File: src/rtl/dmem_arbiter.sv
// ============================================================================
//  Module   : dmem_arbiter
//  Purpose  : Two-port round-robin arbiter with bounded bursts for a
//             single-port data memory; routes read responses to their owner.
//  Revision : 1.0  initial release
// ============================================================================
`default_nettype none

module dmem_arbiter #(
    parameter int ADDR_W    = 10,
    parameter int DATA_W    = 32,
    parameter int BURST_LEN = 4
) (
    input  logic              clk,
    input  logic              rst_n,
    input  logic              req0_valid,
    input  logic              req0_write,
    input  logic [ADDR_W-1:0] req0_addr,
    input  logic [DATA_W-1:0] req0_wdata,
    output logic              req0_ready,
    output logic              rsp0_valid,
    output logic [DATA_W-1:0] rsp0_rdata,
    input  logic              req1_valid,
    input  logic              req1_write,
    input  logic [ADDR_W-1:0] req1_addr,
    input  logic [DATA_W-1:0] req1_wdata,
    output logic              req1_ready,
    output logic              rsp1_valid,
    output logic [DATA_W-1:0] rsp1_rdata,
    output logic              mem_write_enable,
    output logic              mem_read_enable,
    output logic [ADDR_W-1:0] mem_address,
    output logic [DATA_W-1:0] mem_write_data,
    input  logic [DATA_W-1:0] mem_read_data
);

    localparam int               CNT_W       = 4;
    localparam logic [CNT_W-1:0] C_BURST_MAX = CNT_W'(BURST_LEN);

    logic             last_grant_q, last_grant_d;
    logic [CNT_W-1:0] burst_cnt_q,  burst_cnt_d;
    logic             rsp_pending_q, rsp_pending_d;
    logic             rsp_owner_q,  rsp_owner_d;

    logic w_v0, w_v1, w_gnt_any, w_gnt_port, w_gnt_write;

    // Requests are masked while in reset so the memory sees no enables.
    assign w_v0      = req0_valid & rst_n;
    assign w_v1      = req1_valid & rst_n;
    assign w_gnt_any = w_v0 | w_v1;

    // A zero burst count only exists straight after reset; treating it as
    // "no burst in progress" hands the first contested grant to port 0.
    always_comb begin
        w_gnt_port = 1'b0;
        if (w_v0 && w_v1) begin
            if ((burst_cnt_q != '0) && (burst_cnt_q < C_BURST_MAX)) begin
                w_gnt_port = last_grant_q;
            end else begin
                w_gnt_port = ~last_grant_q;
            end
        end else if (w_v1) begin
            w_gnt_port = 1'b1;
        end
    end

    assign w_gnt_write = w_gnt_port ? req1_write : req0_write;

    assign req0_ready       = w_gnt_any & ~w_gnt_port;
    assign req1_ready       = w_gnt_any &  w_gnt_port;
    assign mem_write_enable = w_gnt_any &  w_gnt_write;
    assign mem_read_enable  = w_gnt_any & ~w_gnt_write;
    assign mem_address      = w_gnt_port ? req1_addr  : req0_addr;
    assign mem_write_data   = w_gnt_port ? req1_wdata : req0_wdata;

    always_comb begin
        last_grant_d  = last_grant_q;
        burst_cnt_d   = burst_cnt_q;
        rsp_pending_d = 1'b0;
        rsp_owner_d   = rsp_owner_q;
        if (w_gnt_any) begin
            if (w_gnt_port == last_grant_q) begin
                if (burst_cnt_q < C_BURST_MAX) begin
                    burst_cnt_d = burst_cnt_q + CNT_W'(1);
                end
            end else begin
                burst_cnt_d  = CNT_W'(1);
                last_grant_d = w_gnt_port;
            end
            if (!w_gnt_write) begin
                rsp_pending_d = 1'b1;
                rsp_owner_d   = w_gnt_port;
            end
        end
    end

    always_ff @(posedge clk or negedge rst_n) begin
        if (!rst_n) begin
            last_grant_q  <= 1'b1;
            burst_cnt_q   <= '0;
            rsp_pending_q <= 1'b0;
            rsp_owner_q   <= 1'b0;
        end else begin
            last_grant_q  <= last_grant_d;
            burst_cnt_q   <= burst_cnt_d;
            rsp_pending_q <= rsp_pending_d;
            rsp_owner_q   <= rsp_owner_d;
        end
    end

    assign rsp0_valid = rsp_pending_q & ~rsp_owner_q;
    assign rsp1_valid = rsp_pending_q &  rsp_owner_q;
    assign rsp0_rdata = rsp0_valid ? mem_read_data : '0;
    assign rsp1_rdata = rsp1_valid ? mem_read_data : '0;

endmodule

`default_nettype wire

File: config.mk
export PLATFORM = sky130hd
export DESIGN_NAME = dmem_arbiter
export DESIGN_NICKNAME = d
export VERILOG_FILES = /design/src/rtl/dmem_arbiter.sv
export SDC_FILE = /design/constraint.sdc
export NUM_CORES = 1
export LEC_CHECK = 0
export CAP_MARGIN = 20
export CORE_AREA = 2 2 92 94
export CTS_BUF_LIST = sky130_fd_sc_hd__clkbuf_8
export CTS_CLUSTER_SIZE = 8
export DETAILED_ROUTE_END_ITERATION = 8
export DIE_AREA = 0 0 94 96
export PLACE_DENSITY_LB_ADDON = 0.3
export SKIP_CTS_REPAIR_TIMING = 1
export SLEW_MARGIN = 5
export SYNTH_ARGS = -nofsm -noshare
export SYNTH_HDL_FRONTEND = slang
export SYNTH_SLANG_ARGS = --single-unit
File: constraint.sdc
create_clock -name clk -period 3.1 [get_ports clk]
set_clock_uncertainty 0.1 [all_clocks]
set_input_delay 0.62 -clock clk [delete_from_list [all_inputs] [get_ports clk]]
set_output_delay 0.62 -clock clk [all_outputs]
set_load 0.02 [all_outputs]
### Word level (Yosys, flattened, before mapping)

Cells that the tools add are included.

* ROM bits: 0
* output and inout bits: 112
* register bits: 7
* bits in latches: 0
* memories: 0
* bits in writable memories: 0

* muxes and demuxes: 12
* add/sub/neg operators: 1
* reductions and logical operators: 6
* $lt $le $gt $ge: 1
* multipliers: 0
* divide/modulo/power cells: 0
* bitwise gates (word level): 14
* shifts and indexed selects: 0
* equal/unequal tests: 2

Operators with widths (number)
* 32-bit 2-to-1 mux: 3
* 10-bit 2-to-1 mux: 1
* 1-bit AND: 8
* 4-bit 2-to-1 mux: 2
* 1-bit 2-to-1 mux: 6
* 2-bit AND reduction: 3
* 1-bit NOT: 5
* 4-bit by 1-bit adder with 4-bit output, second input constant: 1
* 4-bit by 3-bit less-than comparator with 1-bit output, second input constant: 1
* 4-bit nonzero test: 1
* 1-bit logical AND: 2
* 2-bit by 1-bit inequality test with 1-bit output, second input constant: 1
* 1-bit == test: 1
* 1-bit bitwise OR: 1

### Depth between registers and ports, before layout

* depth after elaboration: 7
* mapped depth: 8
* depth with buffers taken out: 7

### Worst setup path after synthesis

Ideal clock, no wire load.

* path type: flip-flop to output port
* start: reg burst_cnt_q[0]
* end: out mem_write_enable
* buffers on the path: 1
* arrival time: 1.843 ns
* stages on the path, launching flop included: 9
* slack: 0.537 ns
* path through: dfrtp_1 inv_1 ha_1 o31a_1 o21ai_1 nand3_4 buf_6 inv_1 a22o_1

* cells in the longest elaborated chain, start to end: 6

Ends and longest elaborated chain
* from (decl): RTL line 41 `logic [CNT_W-1:0] burst_cnt_q, burst_cnt_d;`
* from (signal assigned): RTL line 105 `burst_cnt_q <= burst_cnt_d;`
* 4-bit by 3-bit less-than comparator with 1-bit output or 4-bit nonzero test (tied branches): RTL line 57 `if ((burst_cnt_q != '0) && (burst_cnt_q < C_BURST_MAX)) begin`
* 1-bit logical AND *: RTL line 57
* 1-bit 2-to-1 mux *: RTL line 57
* 1-bit 2-to-1 mux *: RTL line 56 `if (w_v0 && w_v1) begin`
* 1-bit 2-to-1 mux *: RTL line 67 `assign w_gnt_write = w_gnt_port ? req1_write : req0_write;`
* 1-bit AND *: RTL line 71 `assign mem_write_enable = w_gnt_any & w_gnt_write;`
* to (decl): RTL line 30 `output logic mem_write_enable,`

Mark *: on every way between the ends. The rest lies on a longest branch, timed or not.

### Worst setup path after layout

* start: reg burst_cnt_q[0]
* end: out mem_write_data[19]

* cells in the longest elaborated chain, start to end: 5

Ends and longest elaborated chain
* 4-bit by 3-bit less-than comparator with 1-bit output or 4-bit nonzero test (tied branches): RTL line 57
* 1-bit logical AND *: RTL line 57
* 1-bit 2-to-1 mux *: RTL line 57
* 1-bit 2-to-1 mux *: RTL line 56
* 32-bit 2-to-1 mux *: RTL line 74 `assign mem_write_data = w_gnt_port ? req1_wdata : req0_wdata;`
* to (decl): RTL line 33 `output logic [DATA_W-1:0] mem_write_data,`

Marked as above.

==> impl_metrics.json <==
{
  "grt_pass1_vias": 2092,
  "p_clk_share_pct": 8.1,
  "die_h_um": 96,
  "worstSetupPathType": "flip-flop to output port",
  "endpoint_kind": "output port",
  "clock-sinks": 7,
  "nets": 537,
  "grtUsageTotal_pct": 15.2,
  "grt_pass1_wl_mm": 10.9,
  "syn_area_um2": 1560,
  "powerDensity_nw_per_um2": 361,
  "gr-total-overflow": 0,
  "irDropWorstVdd_mv": 0.188,
  "floorplan.die_area_um2": 9020,
  "worstPathMaxFanout": 19,
  "htreeDepth": 1,
  "drive_above_1_share_pct": 17.2,
  "viasPerCell": 4.16,
  "numCtsBuffers": 3,
  "p_leak_nw": 2.31,
  "timing.critical_path.slowest_stage_cell": "dfrtp_1",
  "drt_iter0_drc": 52,
  "drc_errors": 0,
  "cp.arrival_ns": 2.23,
  "drt-pass1-iter-count": 4,
  "final_max_slew_viol_count": 0,
  "antenna_found_initial": 1,
  "clk_transition_reported_paths_ns": 0.04,
  "synth_cell_types": 32,
  "outcome": "finished, final reports clean",
  "io_pins": 234,
  "path_cells": "inv_1 > ha_1 > o31a_1 > o21ai_2 > nand3_4 > buf_12 > mux2_4 > dlymetal6s2s_1",
  "tns_ns": 0,
  "synth.yosys.seq_area_share_pct": 11.3,
  "cts_tree": "built",
  "wl_per_cell_um": 15.3,
  "dpl.hpwl_mm": 6.86,
  "fmax_mhz": 339,
  "tightest_slew_ns": 0.374,
  "hold_class": "flip-flop to flip-flop",
  "area_delta_synth_final_pct": 175,
  "cts_buffer_depth": 2,
  "io_buffers": 233,
  "grt_max_degree": 35,
  "initial_core_util_pct": 19.3,
  "avgSynthCellArea_um2": 9.06,
  "p_sw_share_pct": 41.9,
  "fp.dieW_um": 94,
  "place_ws_ns": -0.354,
  "setup_slack_ns": 0.147,
  "ant_nets": 0,
  "p_seq_share_pct": 10.6,
  "setup_viol": 0,
  "synth_nets": 296,
  "most-common-layout-cells": "187 x clkdlybuf4s50_1, 46 x dlymetal6s2s_1, 37 x mux2_4, 33 x and2_1, 32 x and3_1",
  "mostFrequentLayoutCell": "clkdlybuf4s50_1",
  "ys_warn_count": 0,
  "ys_ff_latch": 7,
  "p_switching_uw": 647,
  "cts_root_buffer": "clkbuf_8",
  "synth_cells": 172,
  "row_count": 33,
  "cp-start-kind": "flip-flop",
  "rsz0062_at_grt": "no",
  "coreArea_um2": 8050,
  "drv_cap": 0,
  "fin_crit_ns": 2.95,
  "slowest_delay_ns": 0.35,
  "drt_wl_total_mm": 7.95,
  "gp_congestion": 0.781,
  "hold_viol": 0,
  "slew_headroom_pct": 74.9,
  "via_count": 2153,
  "cp.required_ns": 2.38,
  "p_int_uw": 899,
  "insertion_delay_ns": 0.23,
  "comb_power_share_pct": 81.2,
  "fin_crit_sh_pct": 95.3
}
cell families after synthesis:
group / count (synthesis) / share of synthesized area (%)
fa+ha+maj: 2 / 1.61
compound gates: 13 / 5.86
mux: 44 / 40.6
flops: 7 / 11.3
buf+inv: 22 / 7.63
simple gates: 84 / 33.0
synth_stat cells:
library cell   n  area [µm²]
nand2b_1       1        6.26
and3_1        32         200
nor2b_1        1        6.26
or3_1          1        6.26
buf_4          1        7.51
dfstp_2        1        26.3
o21ai_1        1        5.00
o22ai_1        1        6.26
nor3_1         3        15.0
inv_1          5        18.8
and2_1        33         206
nand3_4        1        17.5
mux2i_1        2        20.0
and2_2         1        7.51
buf_2          2        10.0
a311oi_1       1        8.76
o311ai_0       1        8.76
ha_1           2        25.0
nand3_1        4        20.0
mux2_2         5        56.3
nor4_1         1        6.26
nand2_1        4        15.0
o31a_1         1        8.76
o21a_1         1        7.51
nor2_1         2        7.51
a22o_1         2        17.5
dfrtp_1        6         150
o21ai_0        4        20.0
o2111ai_1      1        8.76
buf_6          4        45.0
clkbuf_1      10        37.5
mux2_4        37         556
metal layers:
metal	global-route usage [%]	share of wire [%]	up-vias
li1	-	-	1093
met5	0	0	-
met4	1.45	0.34	0
met3	4.78	8.4	5
met2	28.9	54	97
met1	17.2	37	958
flip-flops by register name (all words and copies together) (netlist names):
register,flops
last_grant_q,1
rsp_pending_q,1
rsp_owner_q,1
burst_cnt_q,4
metrics by stage:
stage	instance area [µm²]	hold WS, ns	instances	power (mW)	utilization (%)
final	4280	0.461	518	1.55	53.1
after floorplan	1560	0.224	172	0.809	-
after global routing	4270	0.492	517	1.65	53.1
after CTS	4140	0.459	517	1.56	51.4
after global placement	4100	0.422	513	1.41	50.9
after detailed placement	4100	0.453	513	1.43	50.9
path summary, 6_finish.rpt:
check / end / depth (start not counted) / slack [ns] / start
worst max-delay path: mem_write_data[19] / 8 / 0.15 / burst_cnt_q[0]
min in group asynchronous: burst_cnt_q[3] / 2 / 0.78 / rst_n
worst min register to register: last_grant_q / 2 / 0.46 / last_grant_q
worst max register to register: rsp_pending_q / 8 / 1.09 / burst_cnt_q[0]
worst min-delay path: last_grant_q / 2 / 0.46 / last_grant_q
max in group asynchronous: last_grant_q / 2 / 1.94 / rst_n
power groups by stage:
stage	Combinational (mW)	Sequential [mW]	Clock (mW)
after global routing	1.34	0.170	0.136
after floorplan	0.657	0.151	0
final	1.26	0.164	0.126
after detailed placement	1.27	0.163	0
after global placement	1.25	0.160	0
after CTS	1.27	0.162	0.129
worst max-delay path, delay by kind of cell, from the launching register on:
family / cells / cell delay, ns
AND/OR/NAND/NOR: 1 / 0.13
buffers and inverters: 3 / 0.49
AO/OA/AOI/OAI: 2 / 0.50
adder cells (fa/ha/maj): 1 / 0.24
multiplexers: 1 / 0.30
flip-flops: 1 / 0.35
final cells by class:
cell class	instances	area, µm²
inverters	5	18.8
clock inverters	1	3.75
flip-flops and latches	7	176
well taps	105	131
clock buffers	3	41.3
fillers	728	3770
multi-input cells	143	1280
repair buffers	253	2620
diodes	1	2.50
(Power assumes the default switching activity.)
==> variant, RTL diff (config.mk and constraints unchanged) <==
`DATA_W`: 32 -> 40.
--- a/src/rtl/dmem_arbiter.sv
+++ b/src/rtl/dmem_arbiter.sv
@@ -8,7 +8,7 @@
 
 module dmem_arbiter #(
     parameter int ADDR_W    = 10,
-    parameter int DATA_W    = 32,
+    parameter int DATA_W    = 40,
     parameter int BURST_LEN = 4
 ) (
     input  logic              clk,
Interface: changed (6 resized); port bits go from 234 to 282. The function was not compared with the original's and may differ.
==> variant against the unedited design <==
Synthesized cell count rose by 17%. Critical path type unchanged. Synthesized area grew 19%. Final cell count increased by 14%. Critical endpoint is now mem_write_data[17]. Hold slack worse by 15 ps. Cell area is 16% higher. Sequential cell count did not move. Setup slack worse by 58 ps. Die area unchanged. Power increased by 12%. Routed wire length is 34% higher.
==> variant: results (changes against the unedited design) <==
initial antenna violation count=0 (was 1); share of layout cells above drive strength 1=16.4% (was 17.2%); routed wire length=10,700 um (was 7950 um); sequential area share after synthesis=9.49% (was 11.3%); Vias/cell=4.50 (was 4.16); Worst VDD drop=324 uV (was 188 uV); Avg WL per Cell=18.2 um (was 15.3 um); diode count=0 (was 1); DR pass1 iterations=6 (was 4); GR Util All Layers=20.1% (was 15.2%); fin nets=632 (was 537); Iter 0 DRT Violations=85 (was 52); largest net degree at the start of global routing=43 (was 35); Detail Placement HPWL=8520 um (was 6860 um); Post-Syn Instances=201 (was 172); reg2reg start=burst_cnt_q[0] (unchanged); Top reg by flops=burst_cnt_q (unchanged); vias in the first global route=2,565 (was 2,092); port bufs=281 (was 233); relative slew slack=70.1% (was 74.9%); Post-synth top cells=mux2_4 (48), and2_1 (42), and3_1 (40) (was mux2_4 (37), and2_1 (33), and3_1 (32)); Placed Area=0.00478 mm2 (was 0.00410 mm2); Slew Viols, Final=0 (unchanged); Final GP Congestion=0.806 (was 0.781); first-pass GRT wire length=14,200 um (was 10,900 um); top cells by area, synth=mux2_4 (39%), and2_1 (14%), and3_1 (13%), dfrtp_1 (8.1%), buf_12 (4.3%) (was mux2_4 (36%), and2_1 (13%), and3_1 (13%), dfrtp_1 (9.6%), mux2_2 (3.6%)); Cells after DPL=583 (was 513); status=finished clean (unchanged); r2r worst-path depth=7 (was 8); Leak=0.00268 uW (was 0.00231 uW); Top FF cell, synth=dfrtp_1 (unchanged); Hold Slack=446 ps (was 461 ps); CP max FO=19 (unchanged); syn nets=349 (was 296)
[variant: changes by cell type after synthesis, moves of 2 or more]
| cell | change |
|---|---|
| and3_1 | +8 |
| mux2_2 | -3 |
| nor2b_1 | +3 |
| nor2_1 | +3 |
| clkbuf_1 | +3 |
| buf_6 | -3 |
| nand3_1 | -2 |
| mux2_4 | +11 |
| and2_1 | +9 |
| nor3_1 | -2 |
| buf_2 | -2 |
| buf_12 | +4 |
| a22o_1 | -2 |
[variant: metal layers]
metal	up-vias	track usage, %	part of all wire, %
li1	1271	-	-
met5	-	0	0
met1	1234	22.7	38
met2	135	36.4	50
met3	8	8.54	11
met4	0	1.93	0.66
[variant: worst max path at each step]
stage	startpoint	endpoint	slack (ps)	depth (start not counted)
final	burst_cnt_q[0]	mem_write_data[17]	90	7
after global routing	burst_cnt_q[0]	mem_write_data[33]	10	7
after CTS	req0_valid	mem_write_data[6]	-410	6
after detailed placement	req0_valid	mem_write_data[6]	-390	6
after global placement	req0_valid	mem_write_data[6]	-370	6
after floorplan	burst_cnt_q[0]	mem_read_enable	540	7
[variant: area by class of cell]
class,instances,area [um2]
clock inverters,1,3.75
inverters,4,15.0
fillers,688,3080
repair buffers,297,3080
multi-input cells,171,1520
flip-flops and latches,7,176
well taps,105,131
clock buffers,3,41.3
[variant: power by group]
group,leakage [uW],total (uW),switching [uW],internal [uW]
Sequential,0.0000863,165,35.4,130
Combinational,0.00256,1450,660,786
Clock,0.0000269,124,38.4,85.5
[variant: stage by stage]
step	worst slack [ps]	TNS [ps]	utilization (%)
2_1_floorplan	538	0	-
3_3_place_gp	-370	-17110	59.4
3_5_place_dp	-393	-18240	59.4
4_1_cts	-412	-19330	59.9
5_1_grt	10.2	0	61.7
6_report	89.0	0	61.7
[variant: kinds of logic (layout without fill, tap and decap cells)]
kind of cell | Yosys count | count (layout) | synth area share [%]
xor gates and xnor gates | 1 | 1 | 0.471
buffers and inverters | 23 | 305 | 9.16
adders and majority gates | 2 | 2 | 1.35
AOI/OAI and AO/OA | 13 | 13 | 4.92
and+or+nand+nor | 102 | 102 | 33.0
muxes | 53 | 53 | 41.6
DFF | 7 | 7 | 9.49
[variant: critical path: stages, from the launching register on]
cell and delay (ps):
dfrtp_1 330, inv_1 60, ha_1 230, o311a_1 320, a211o_4 370, clkbuf_16 220
mux2_4 310, dlymetal6s2s_1 210
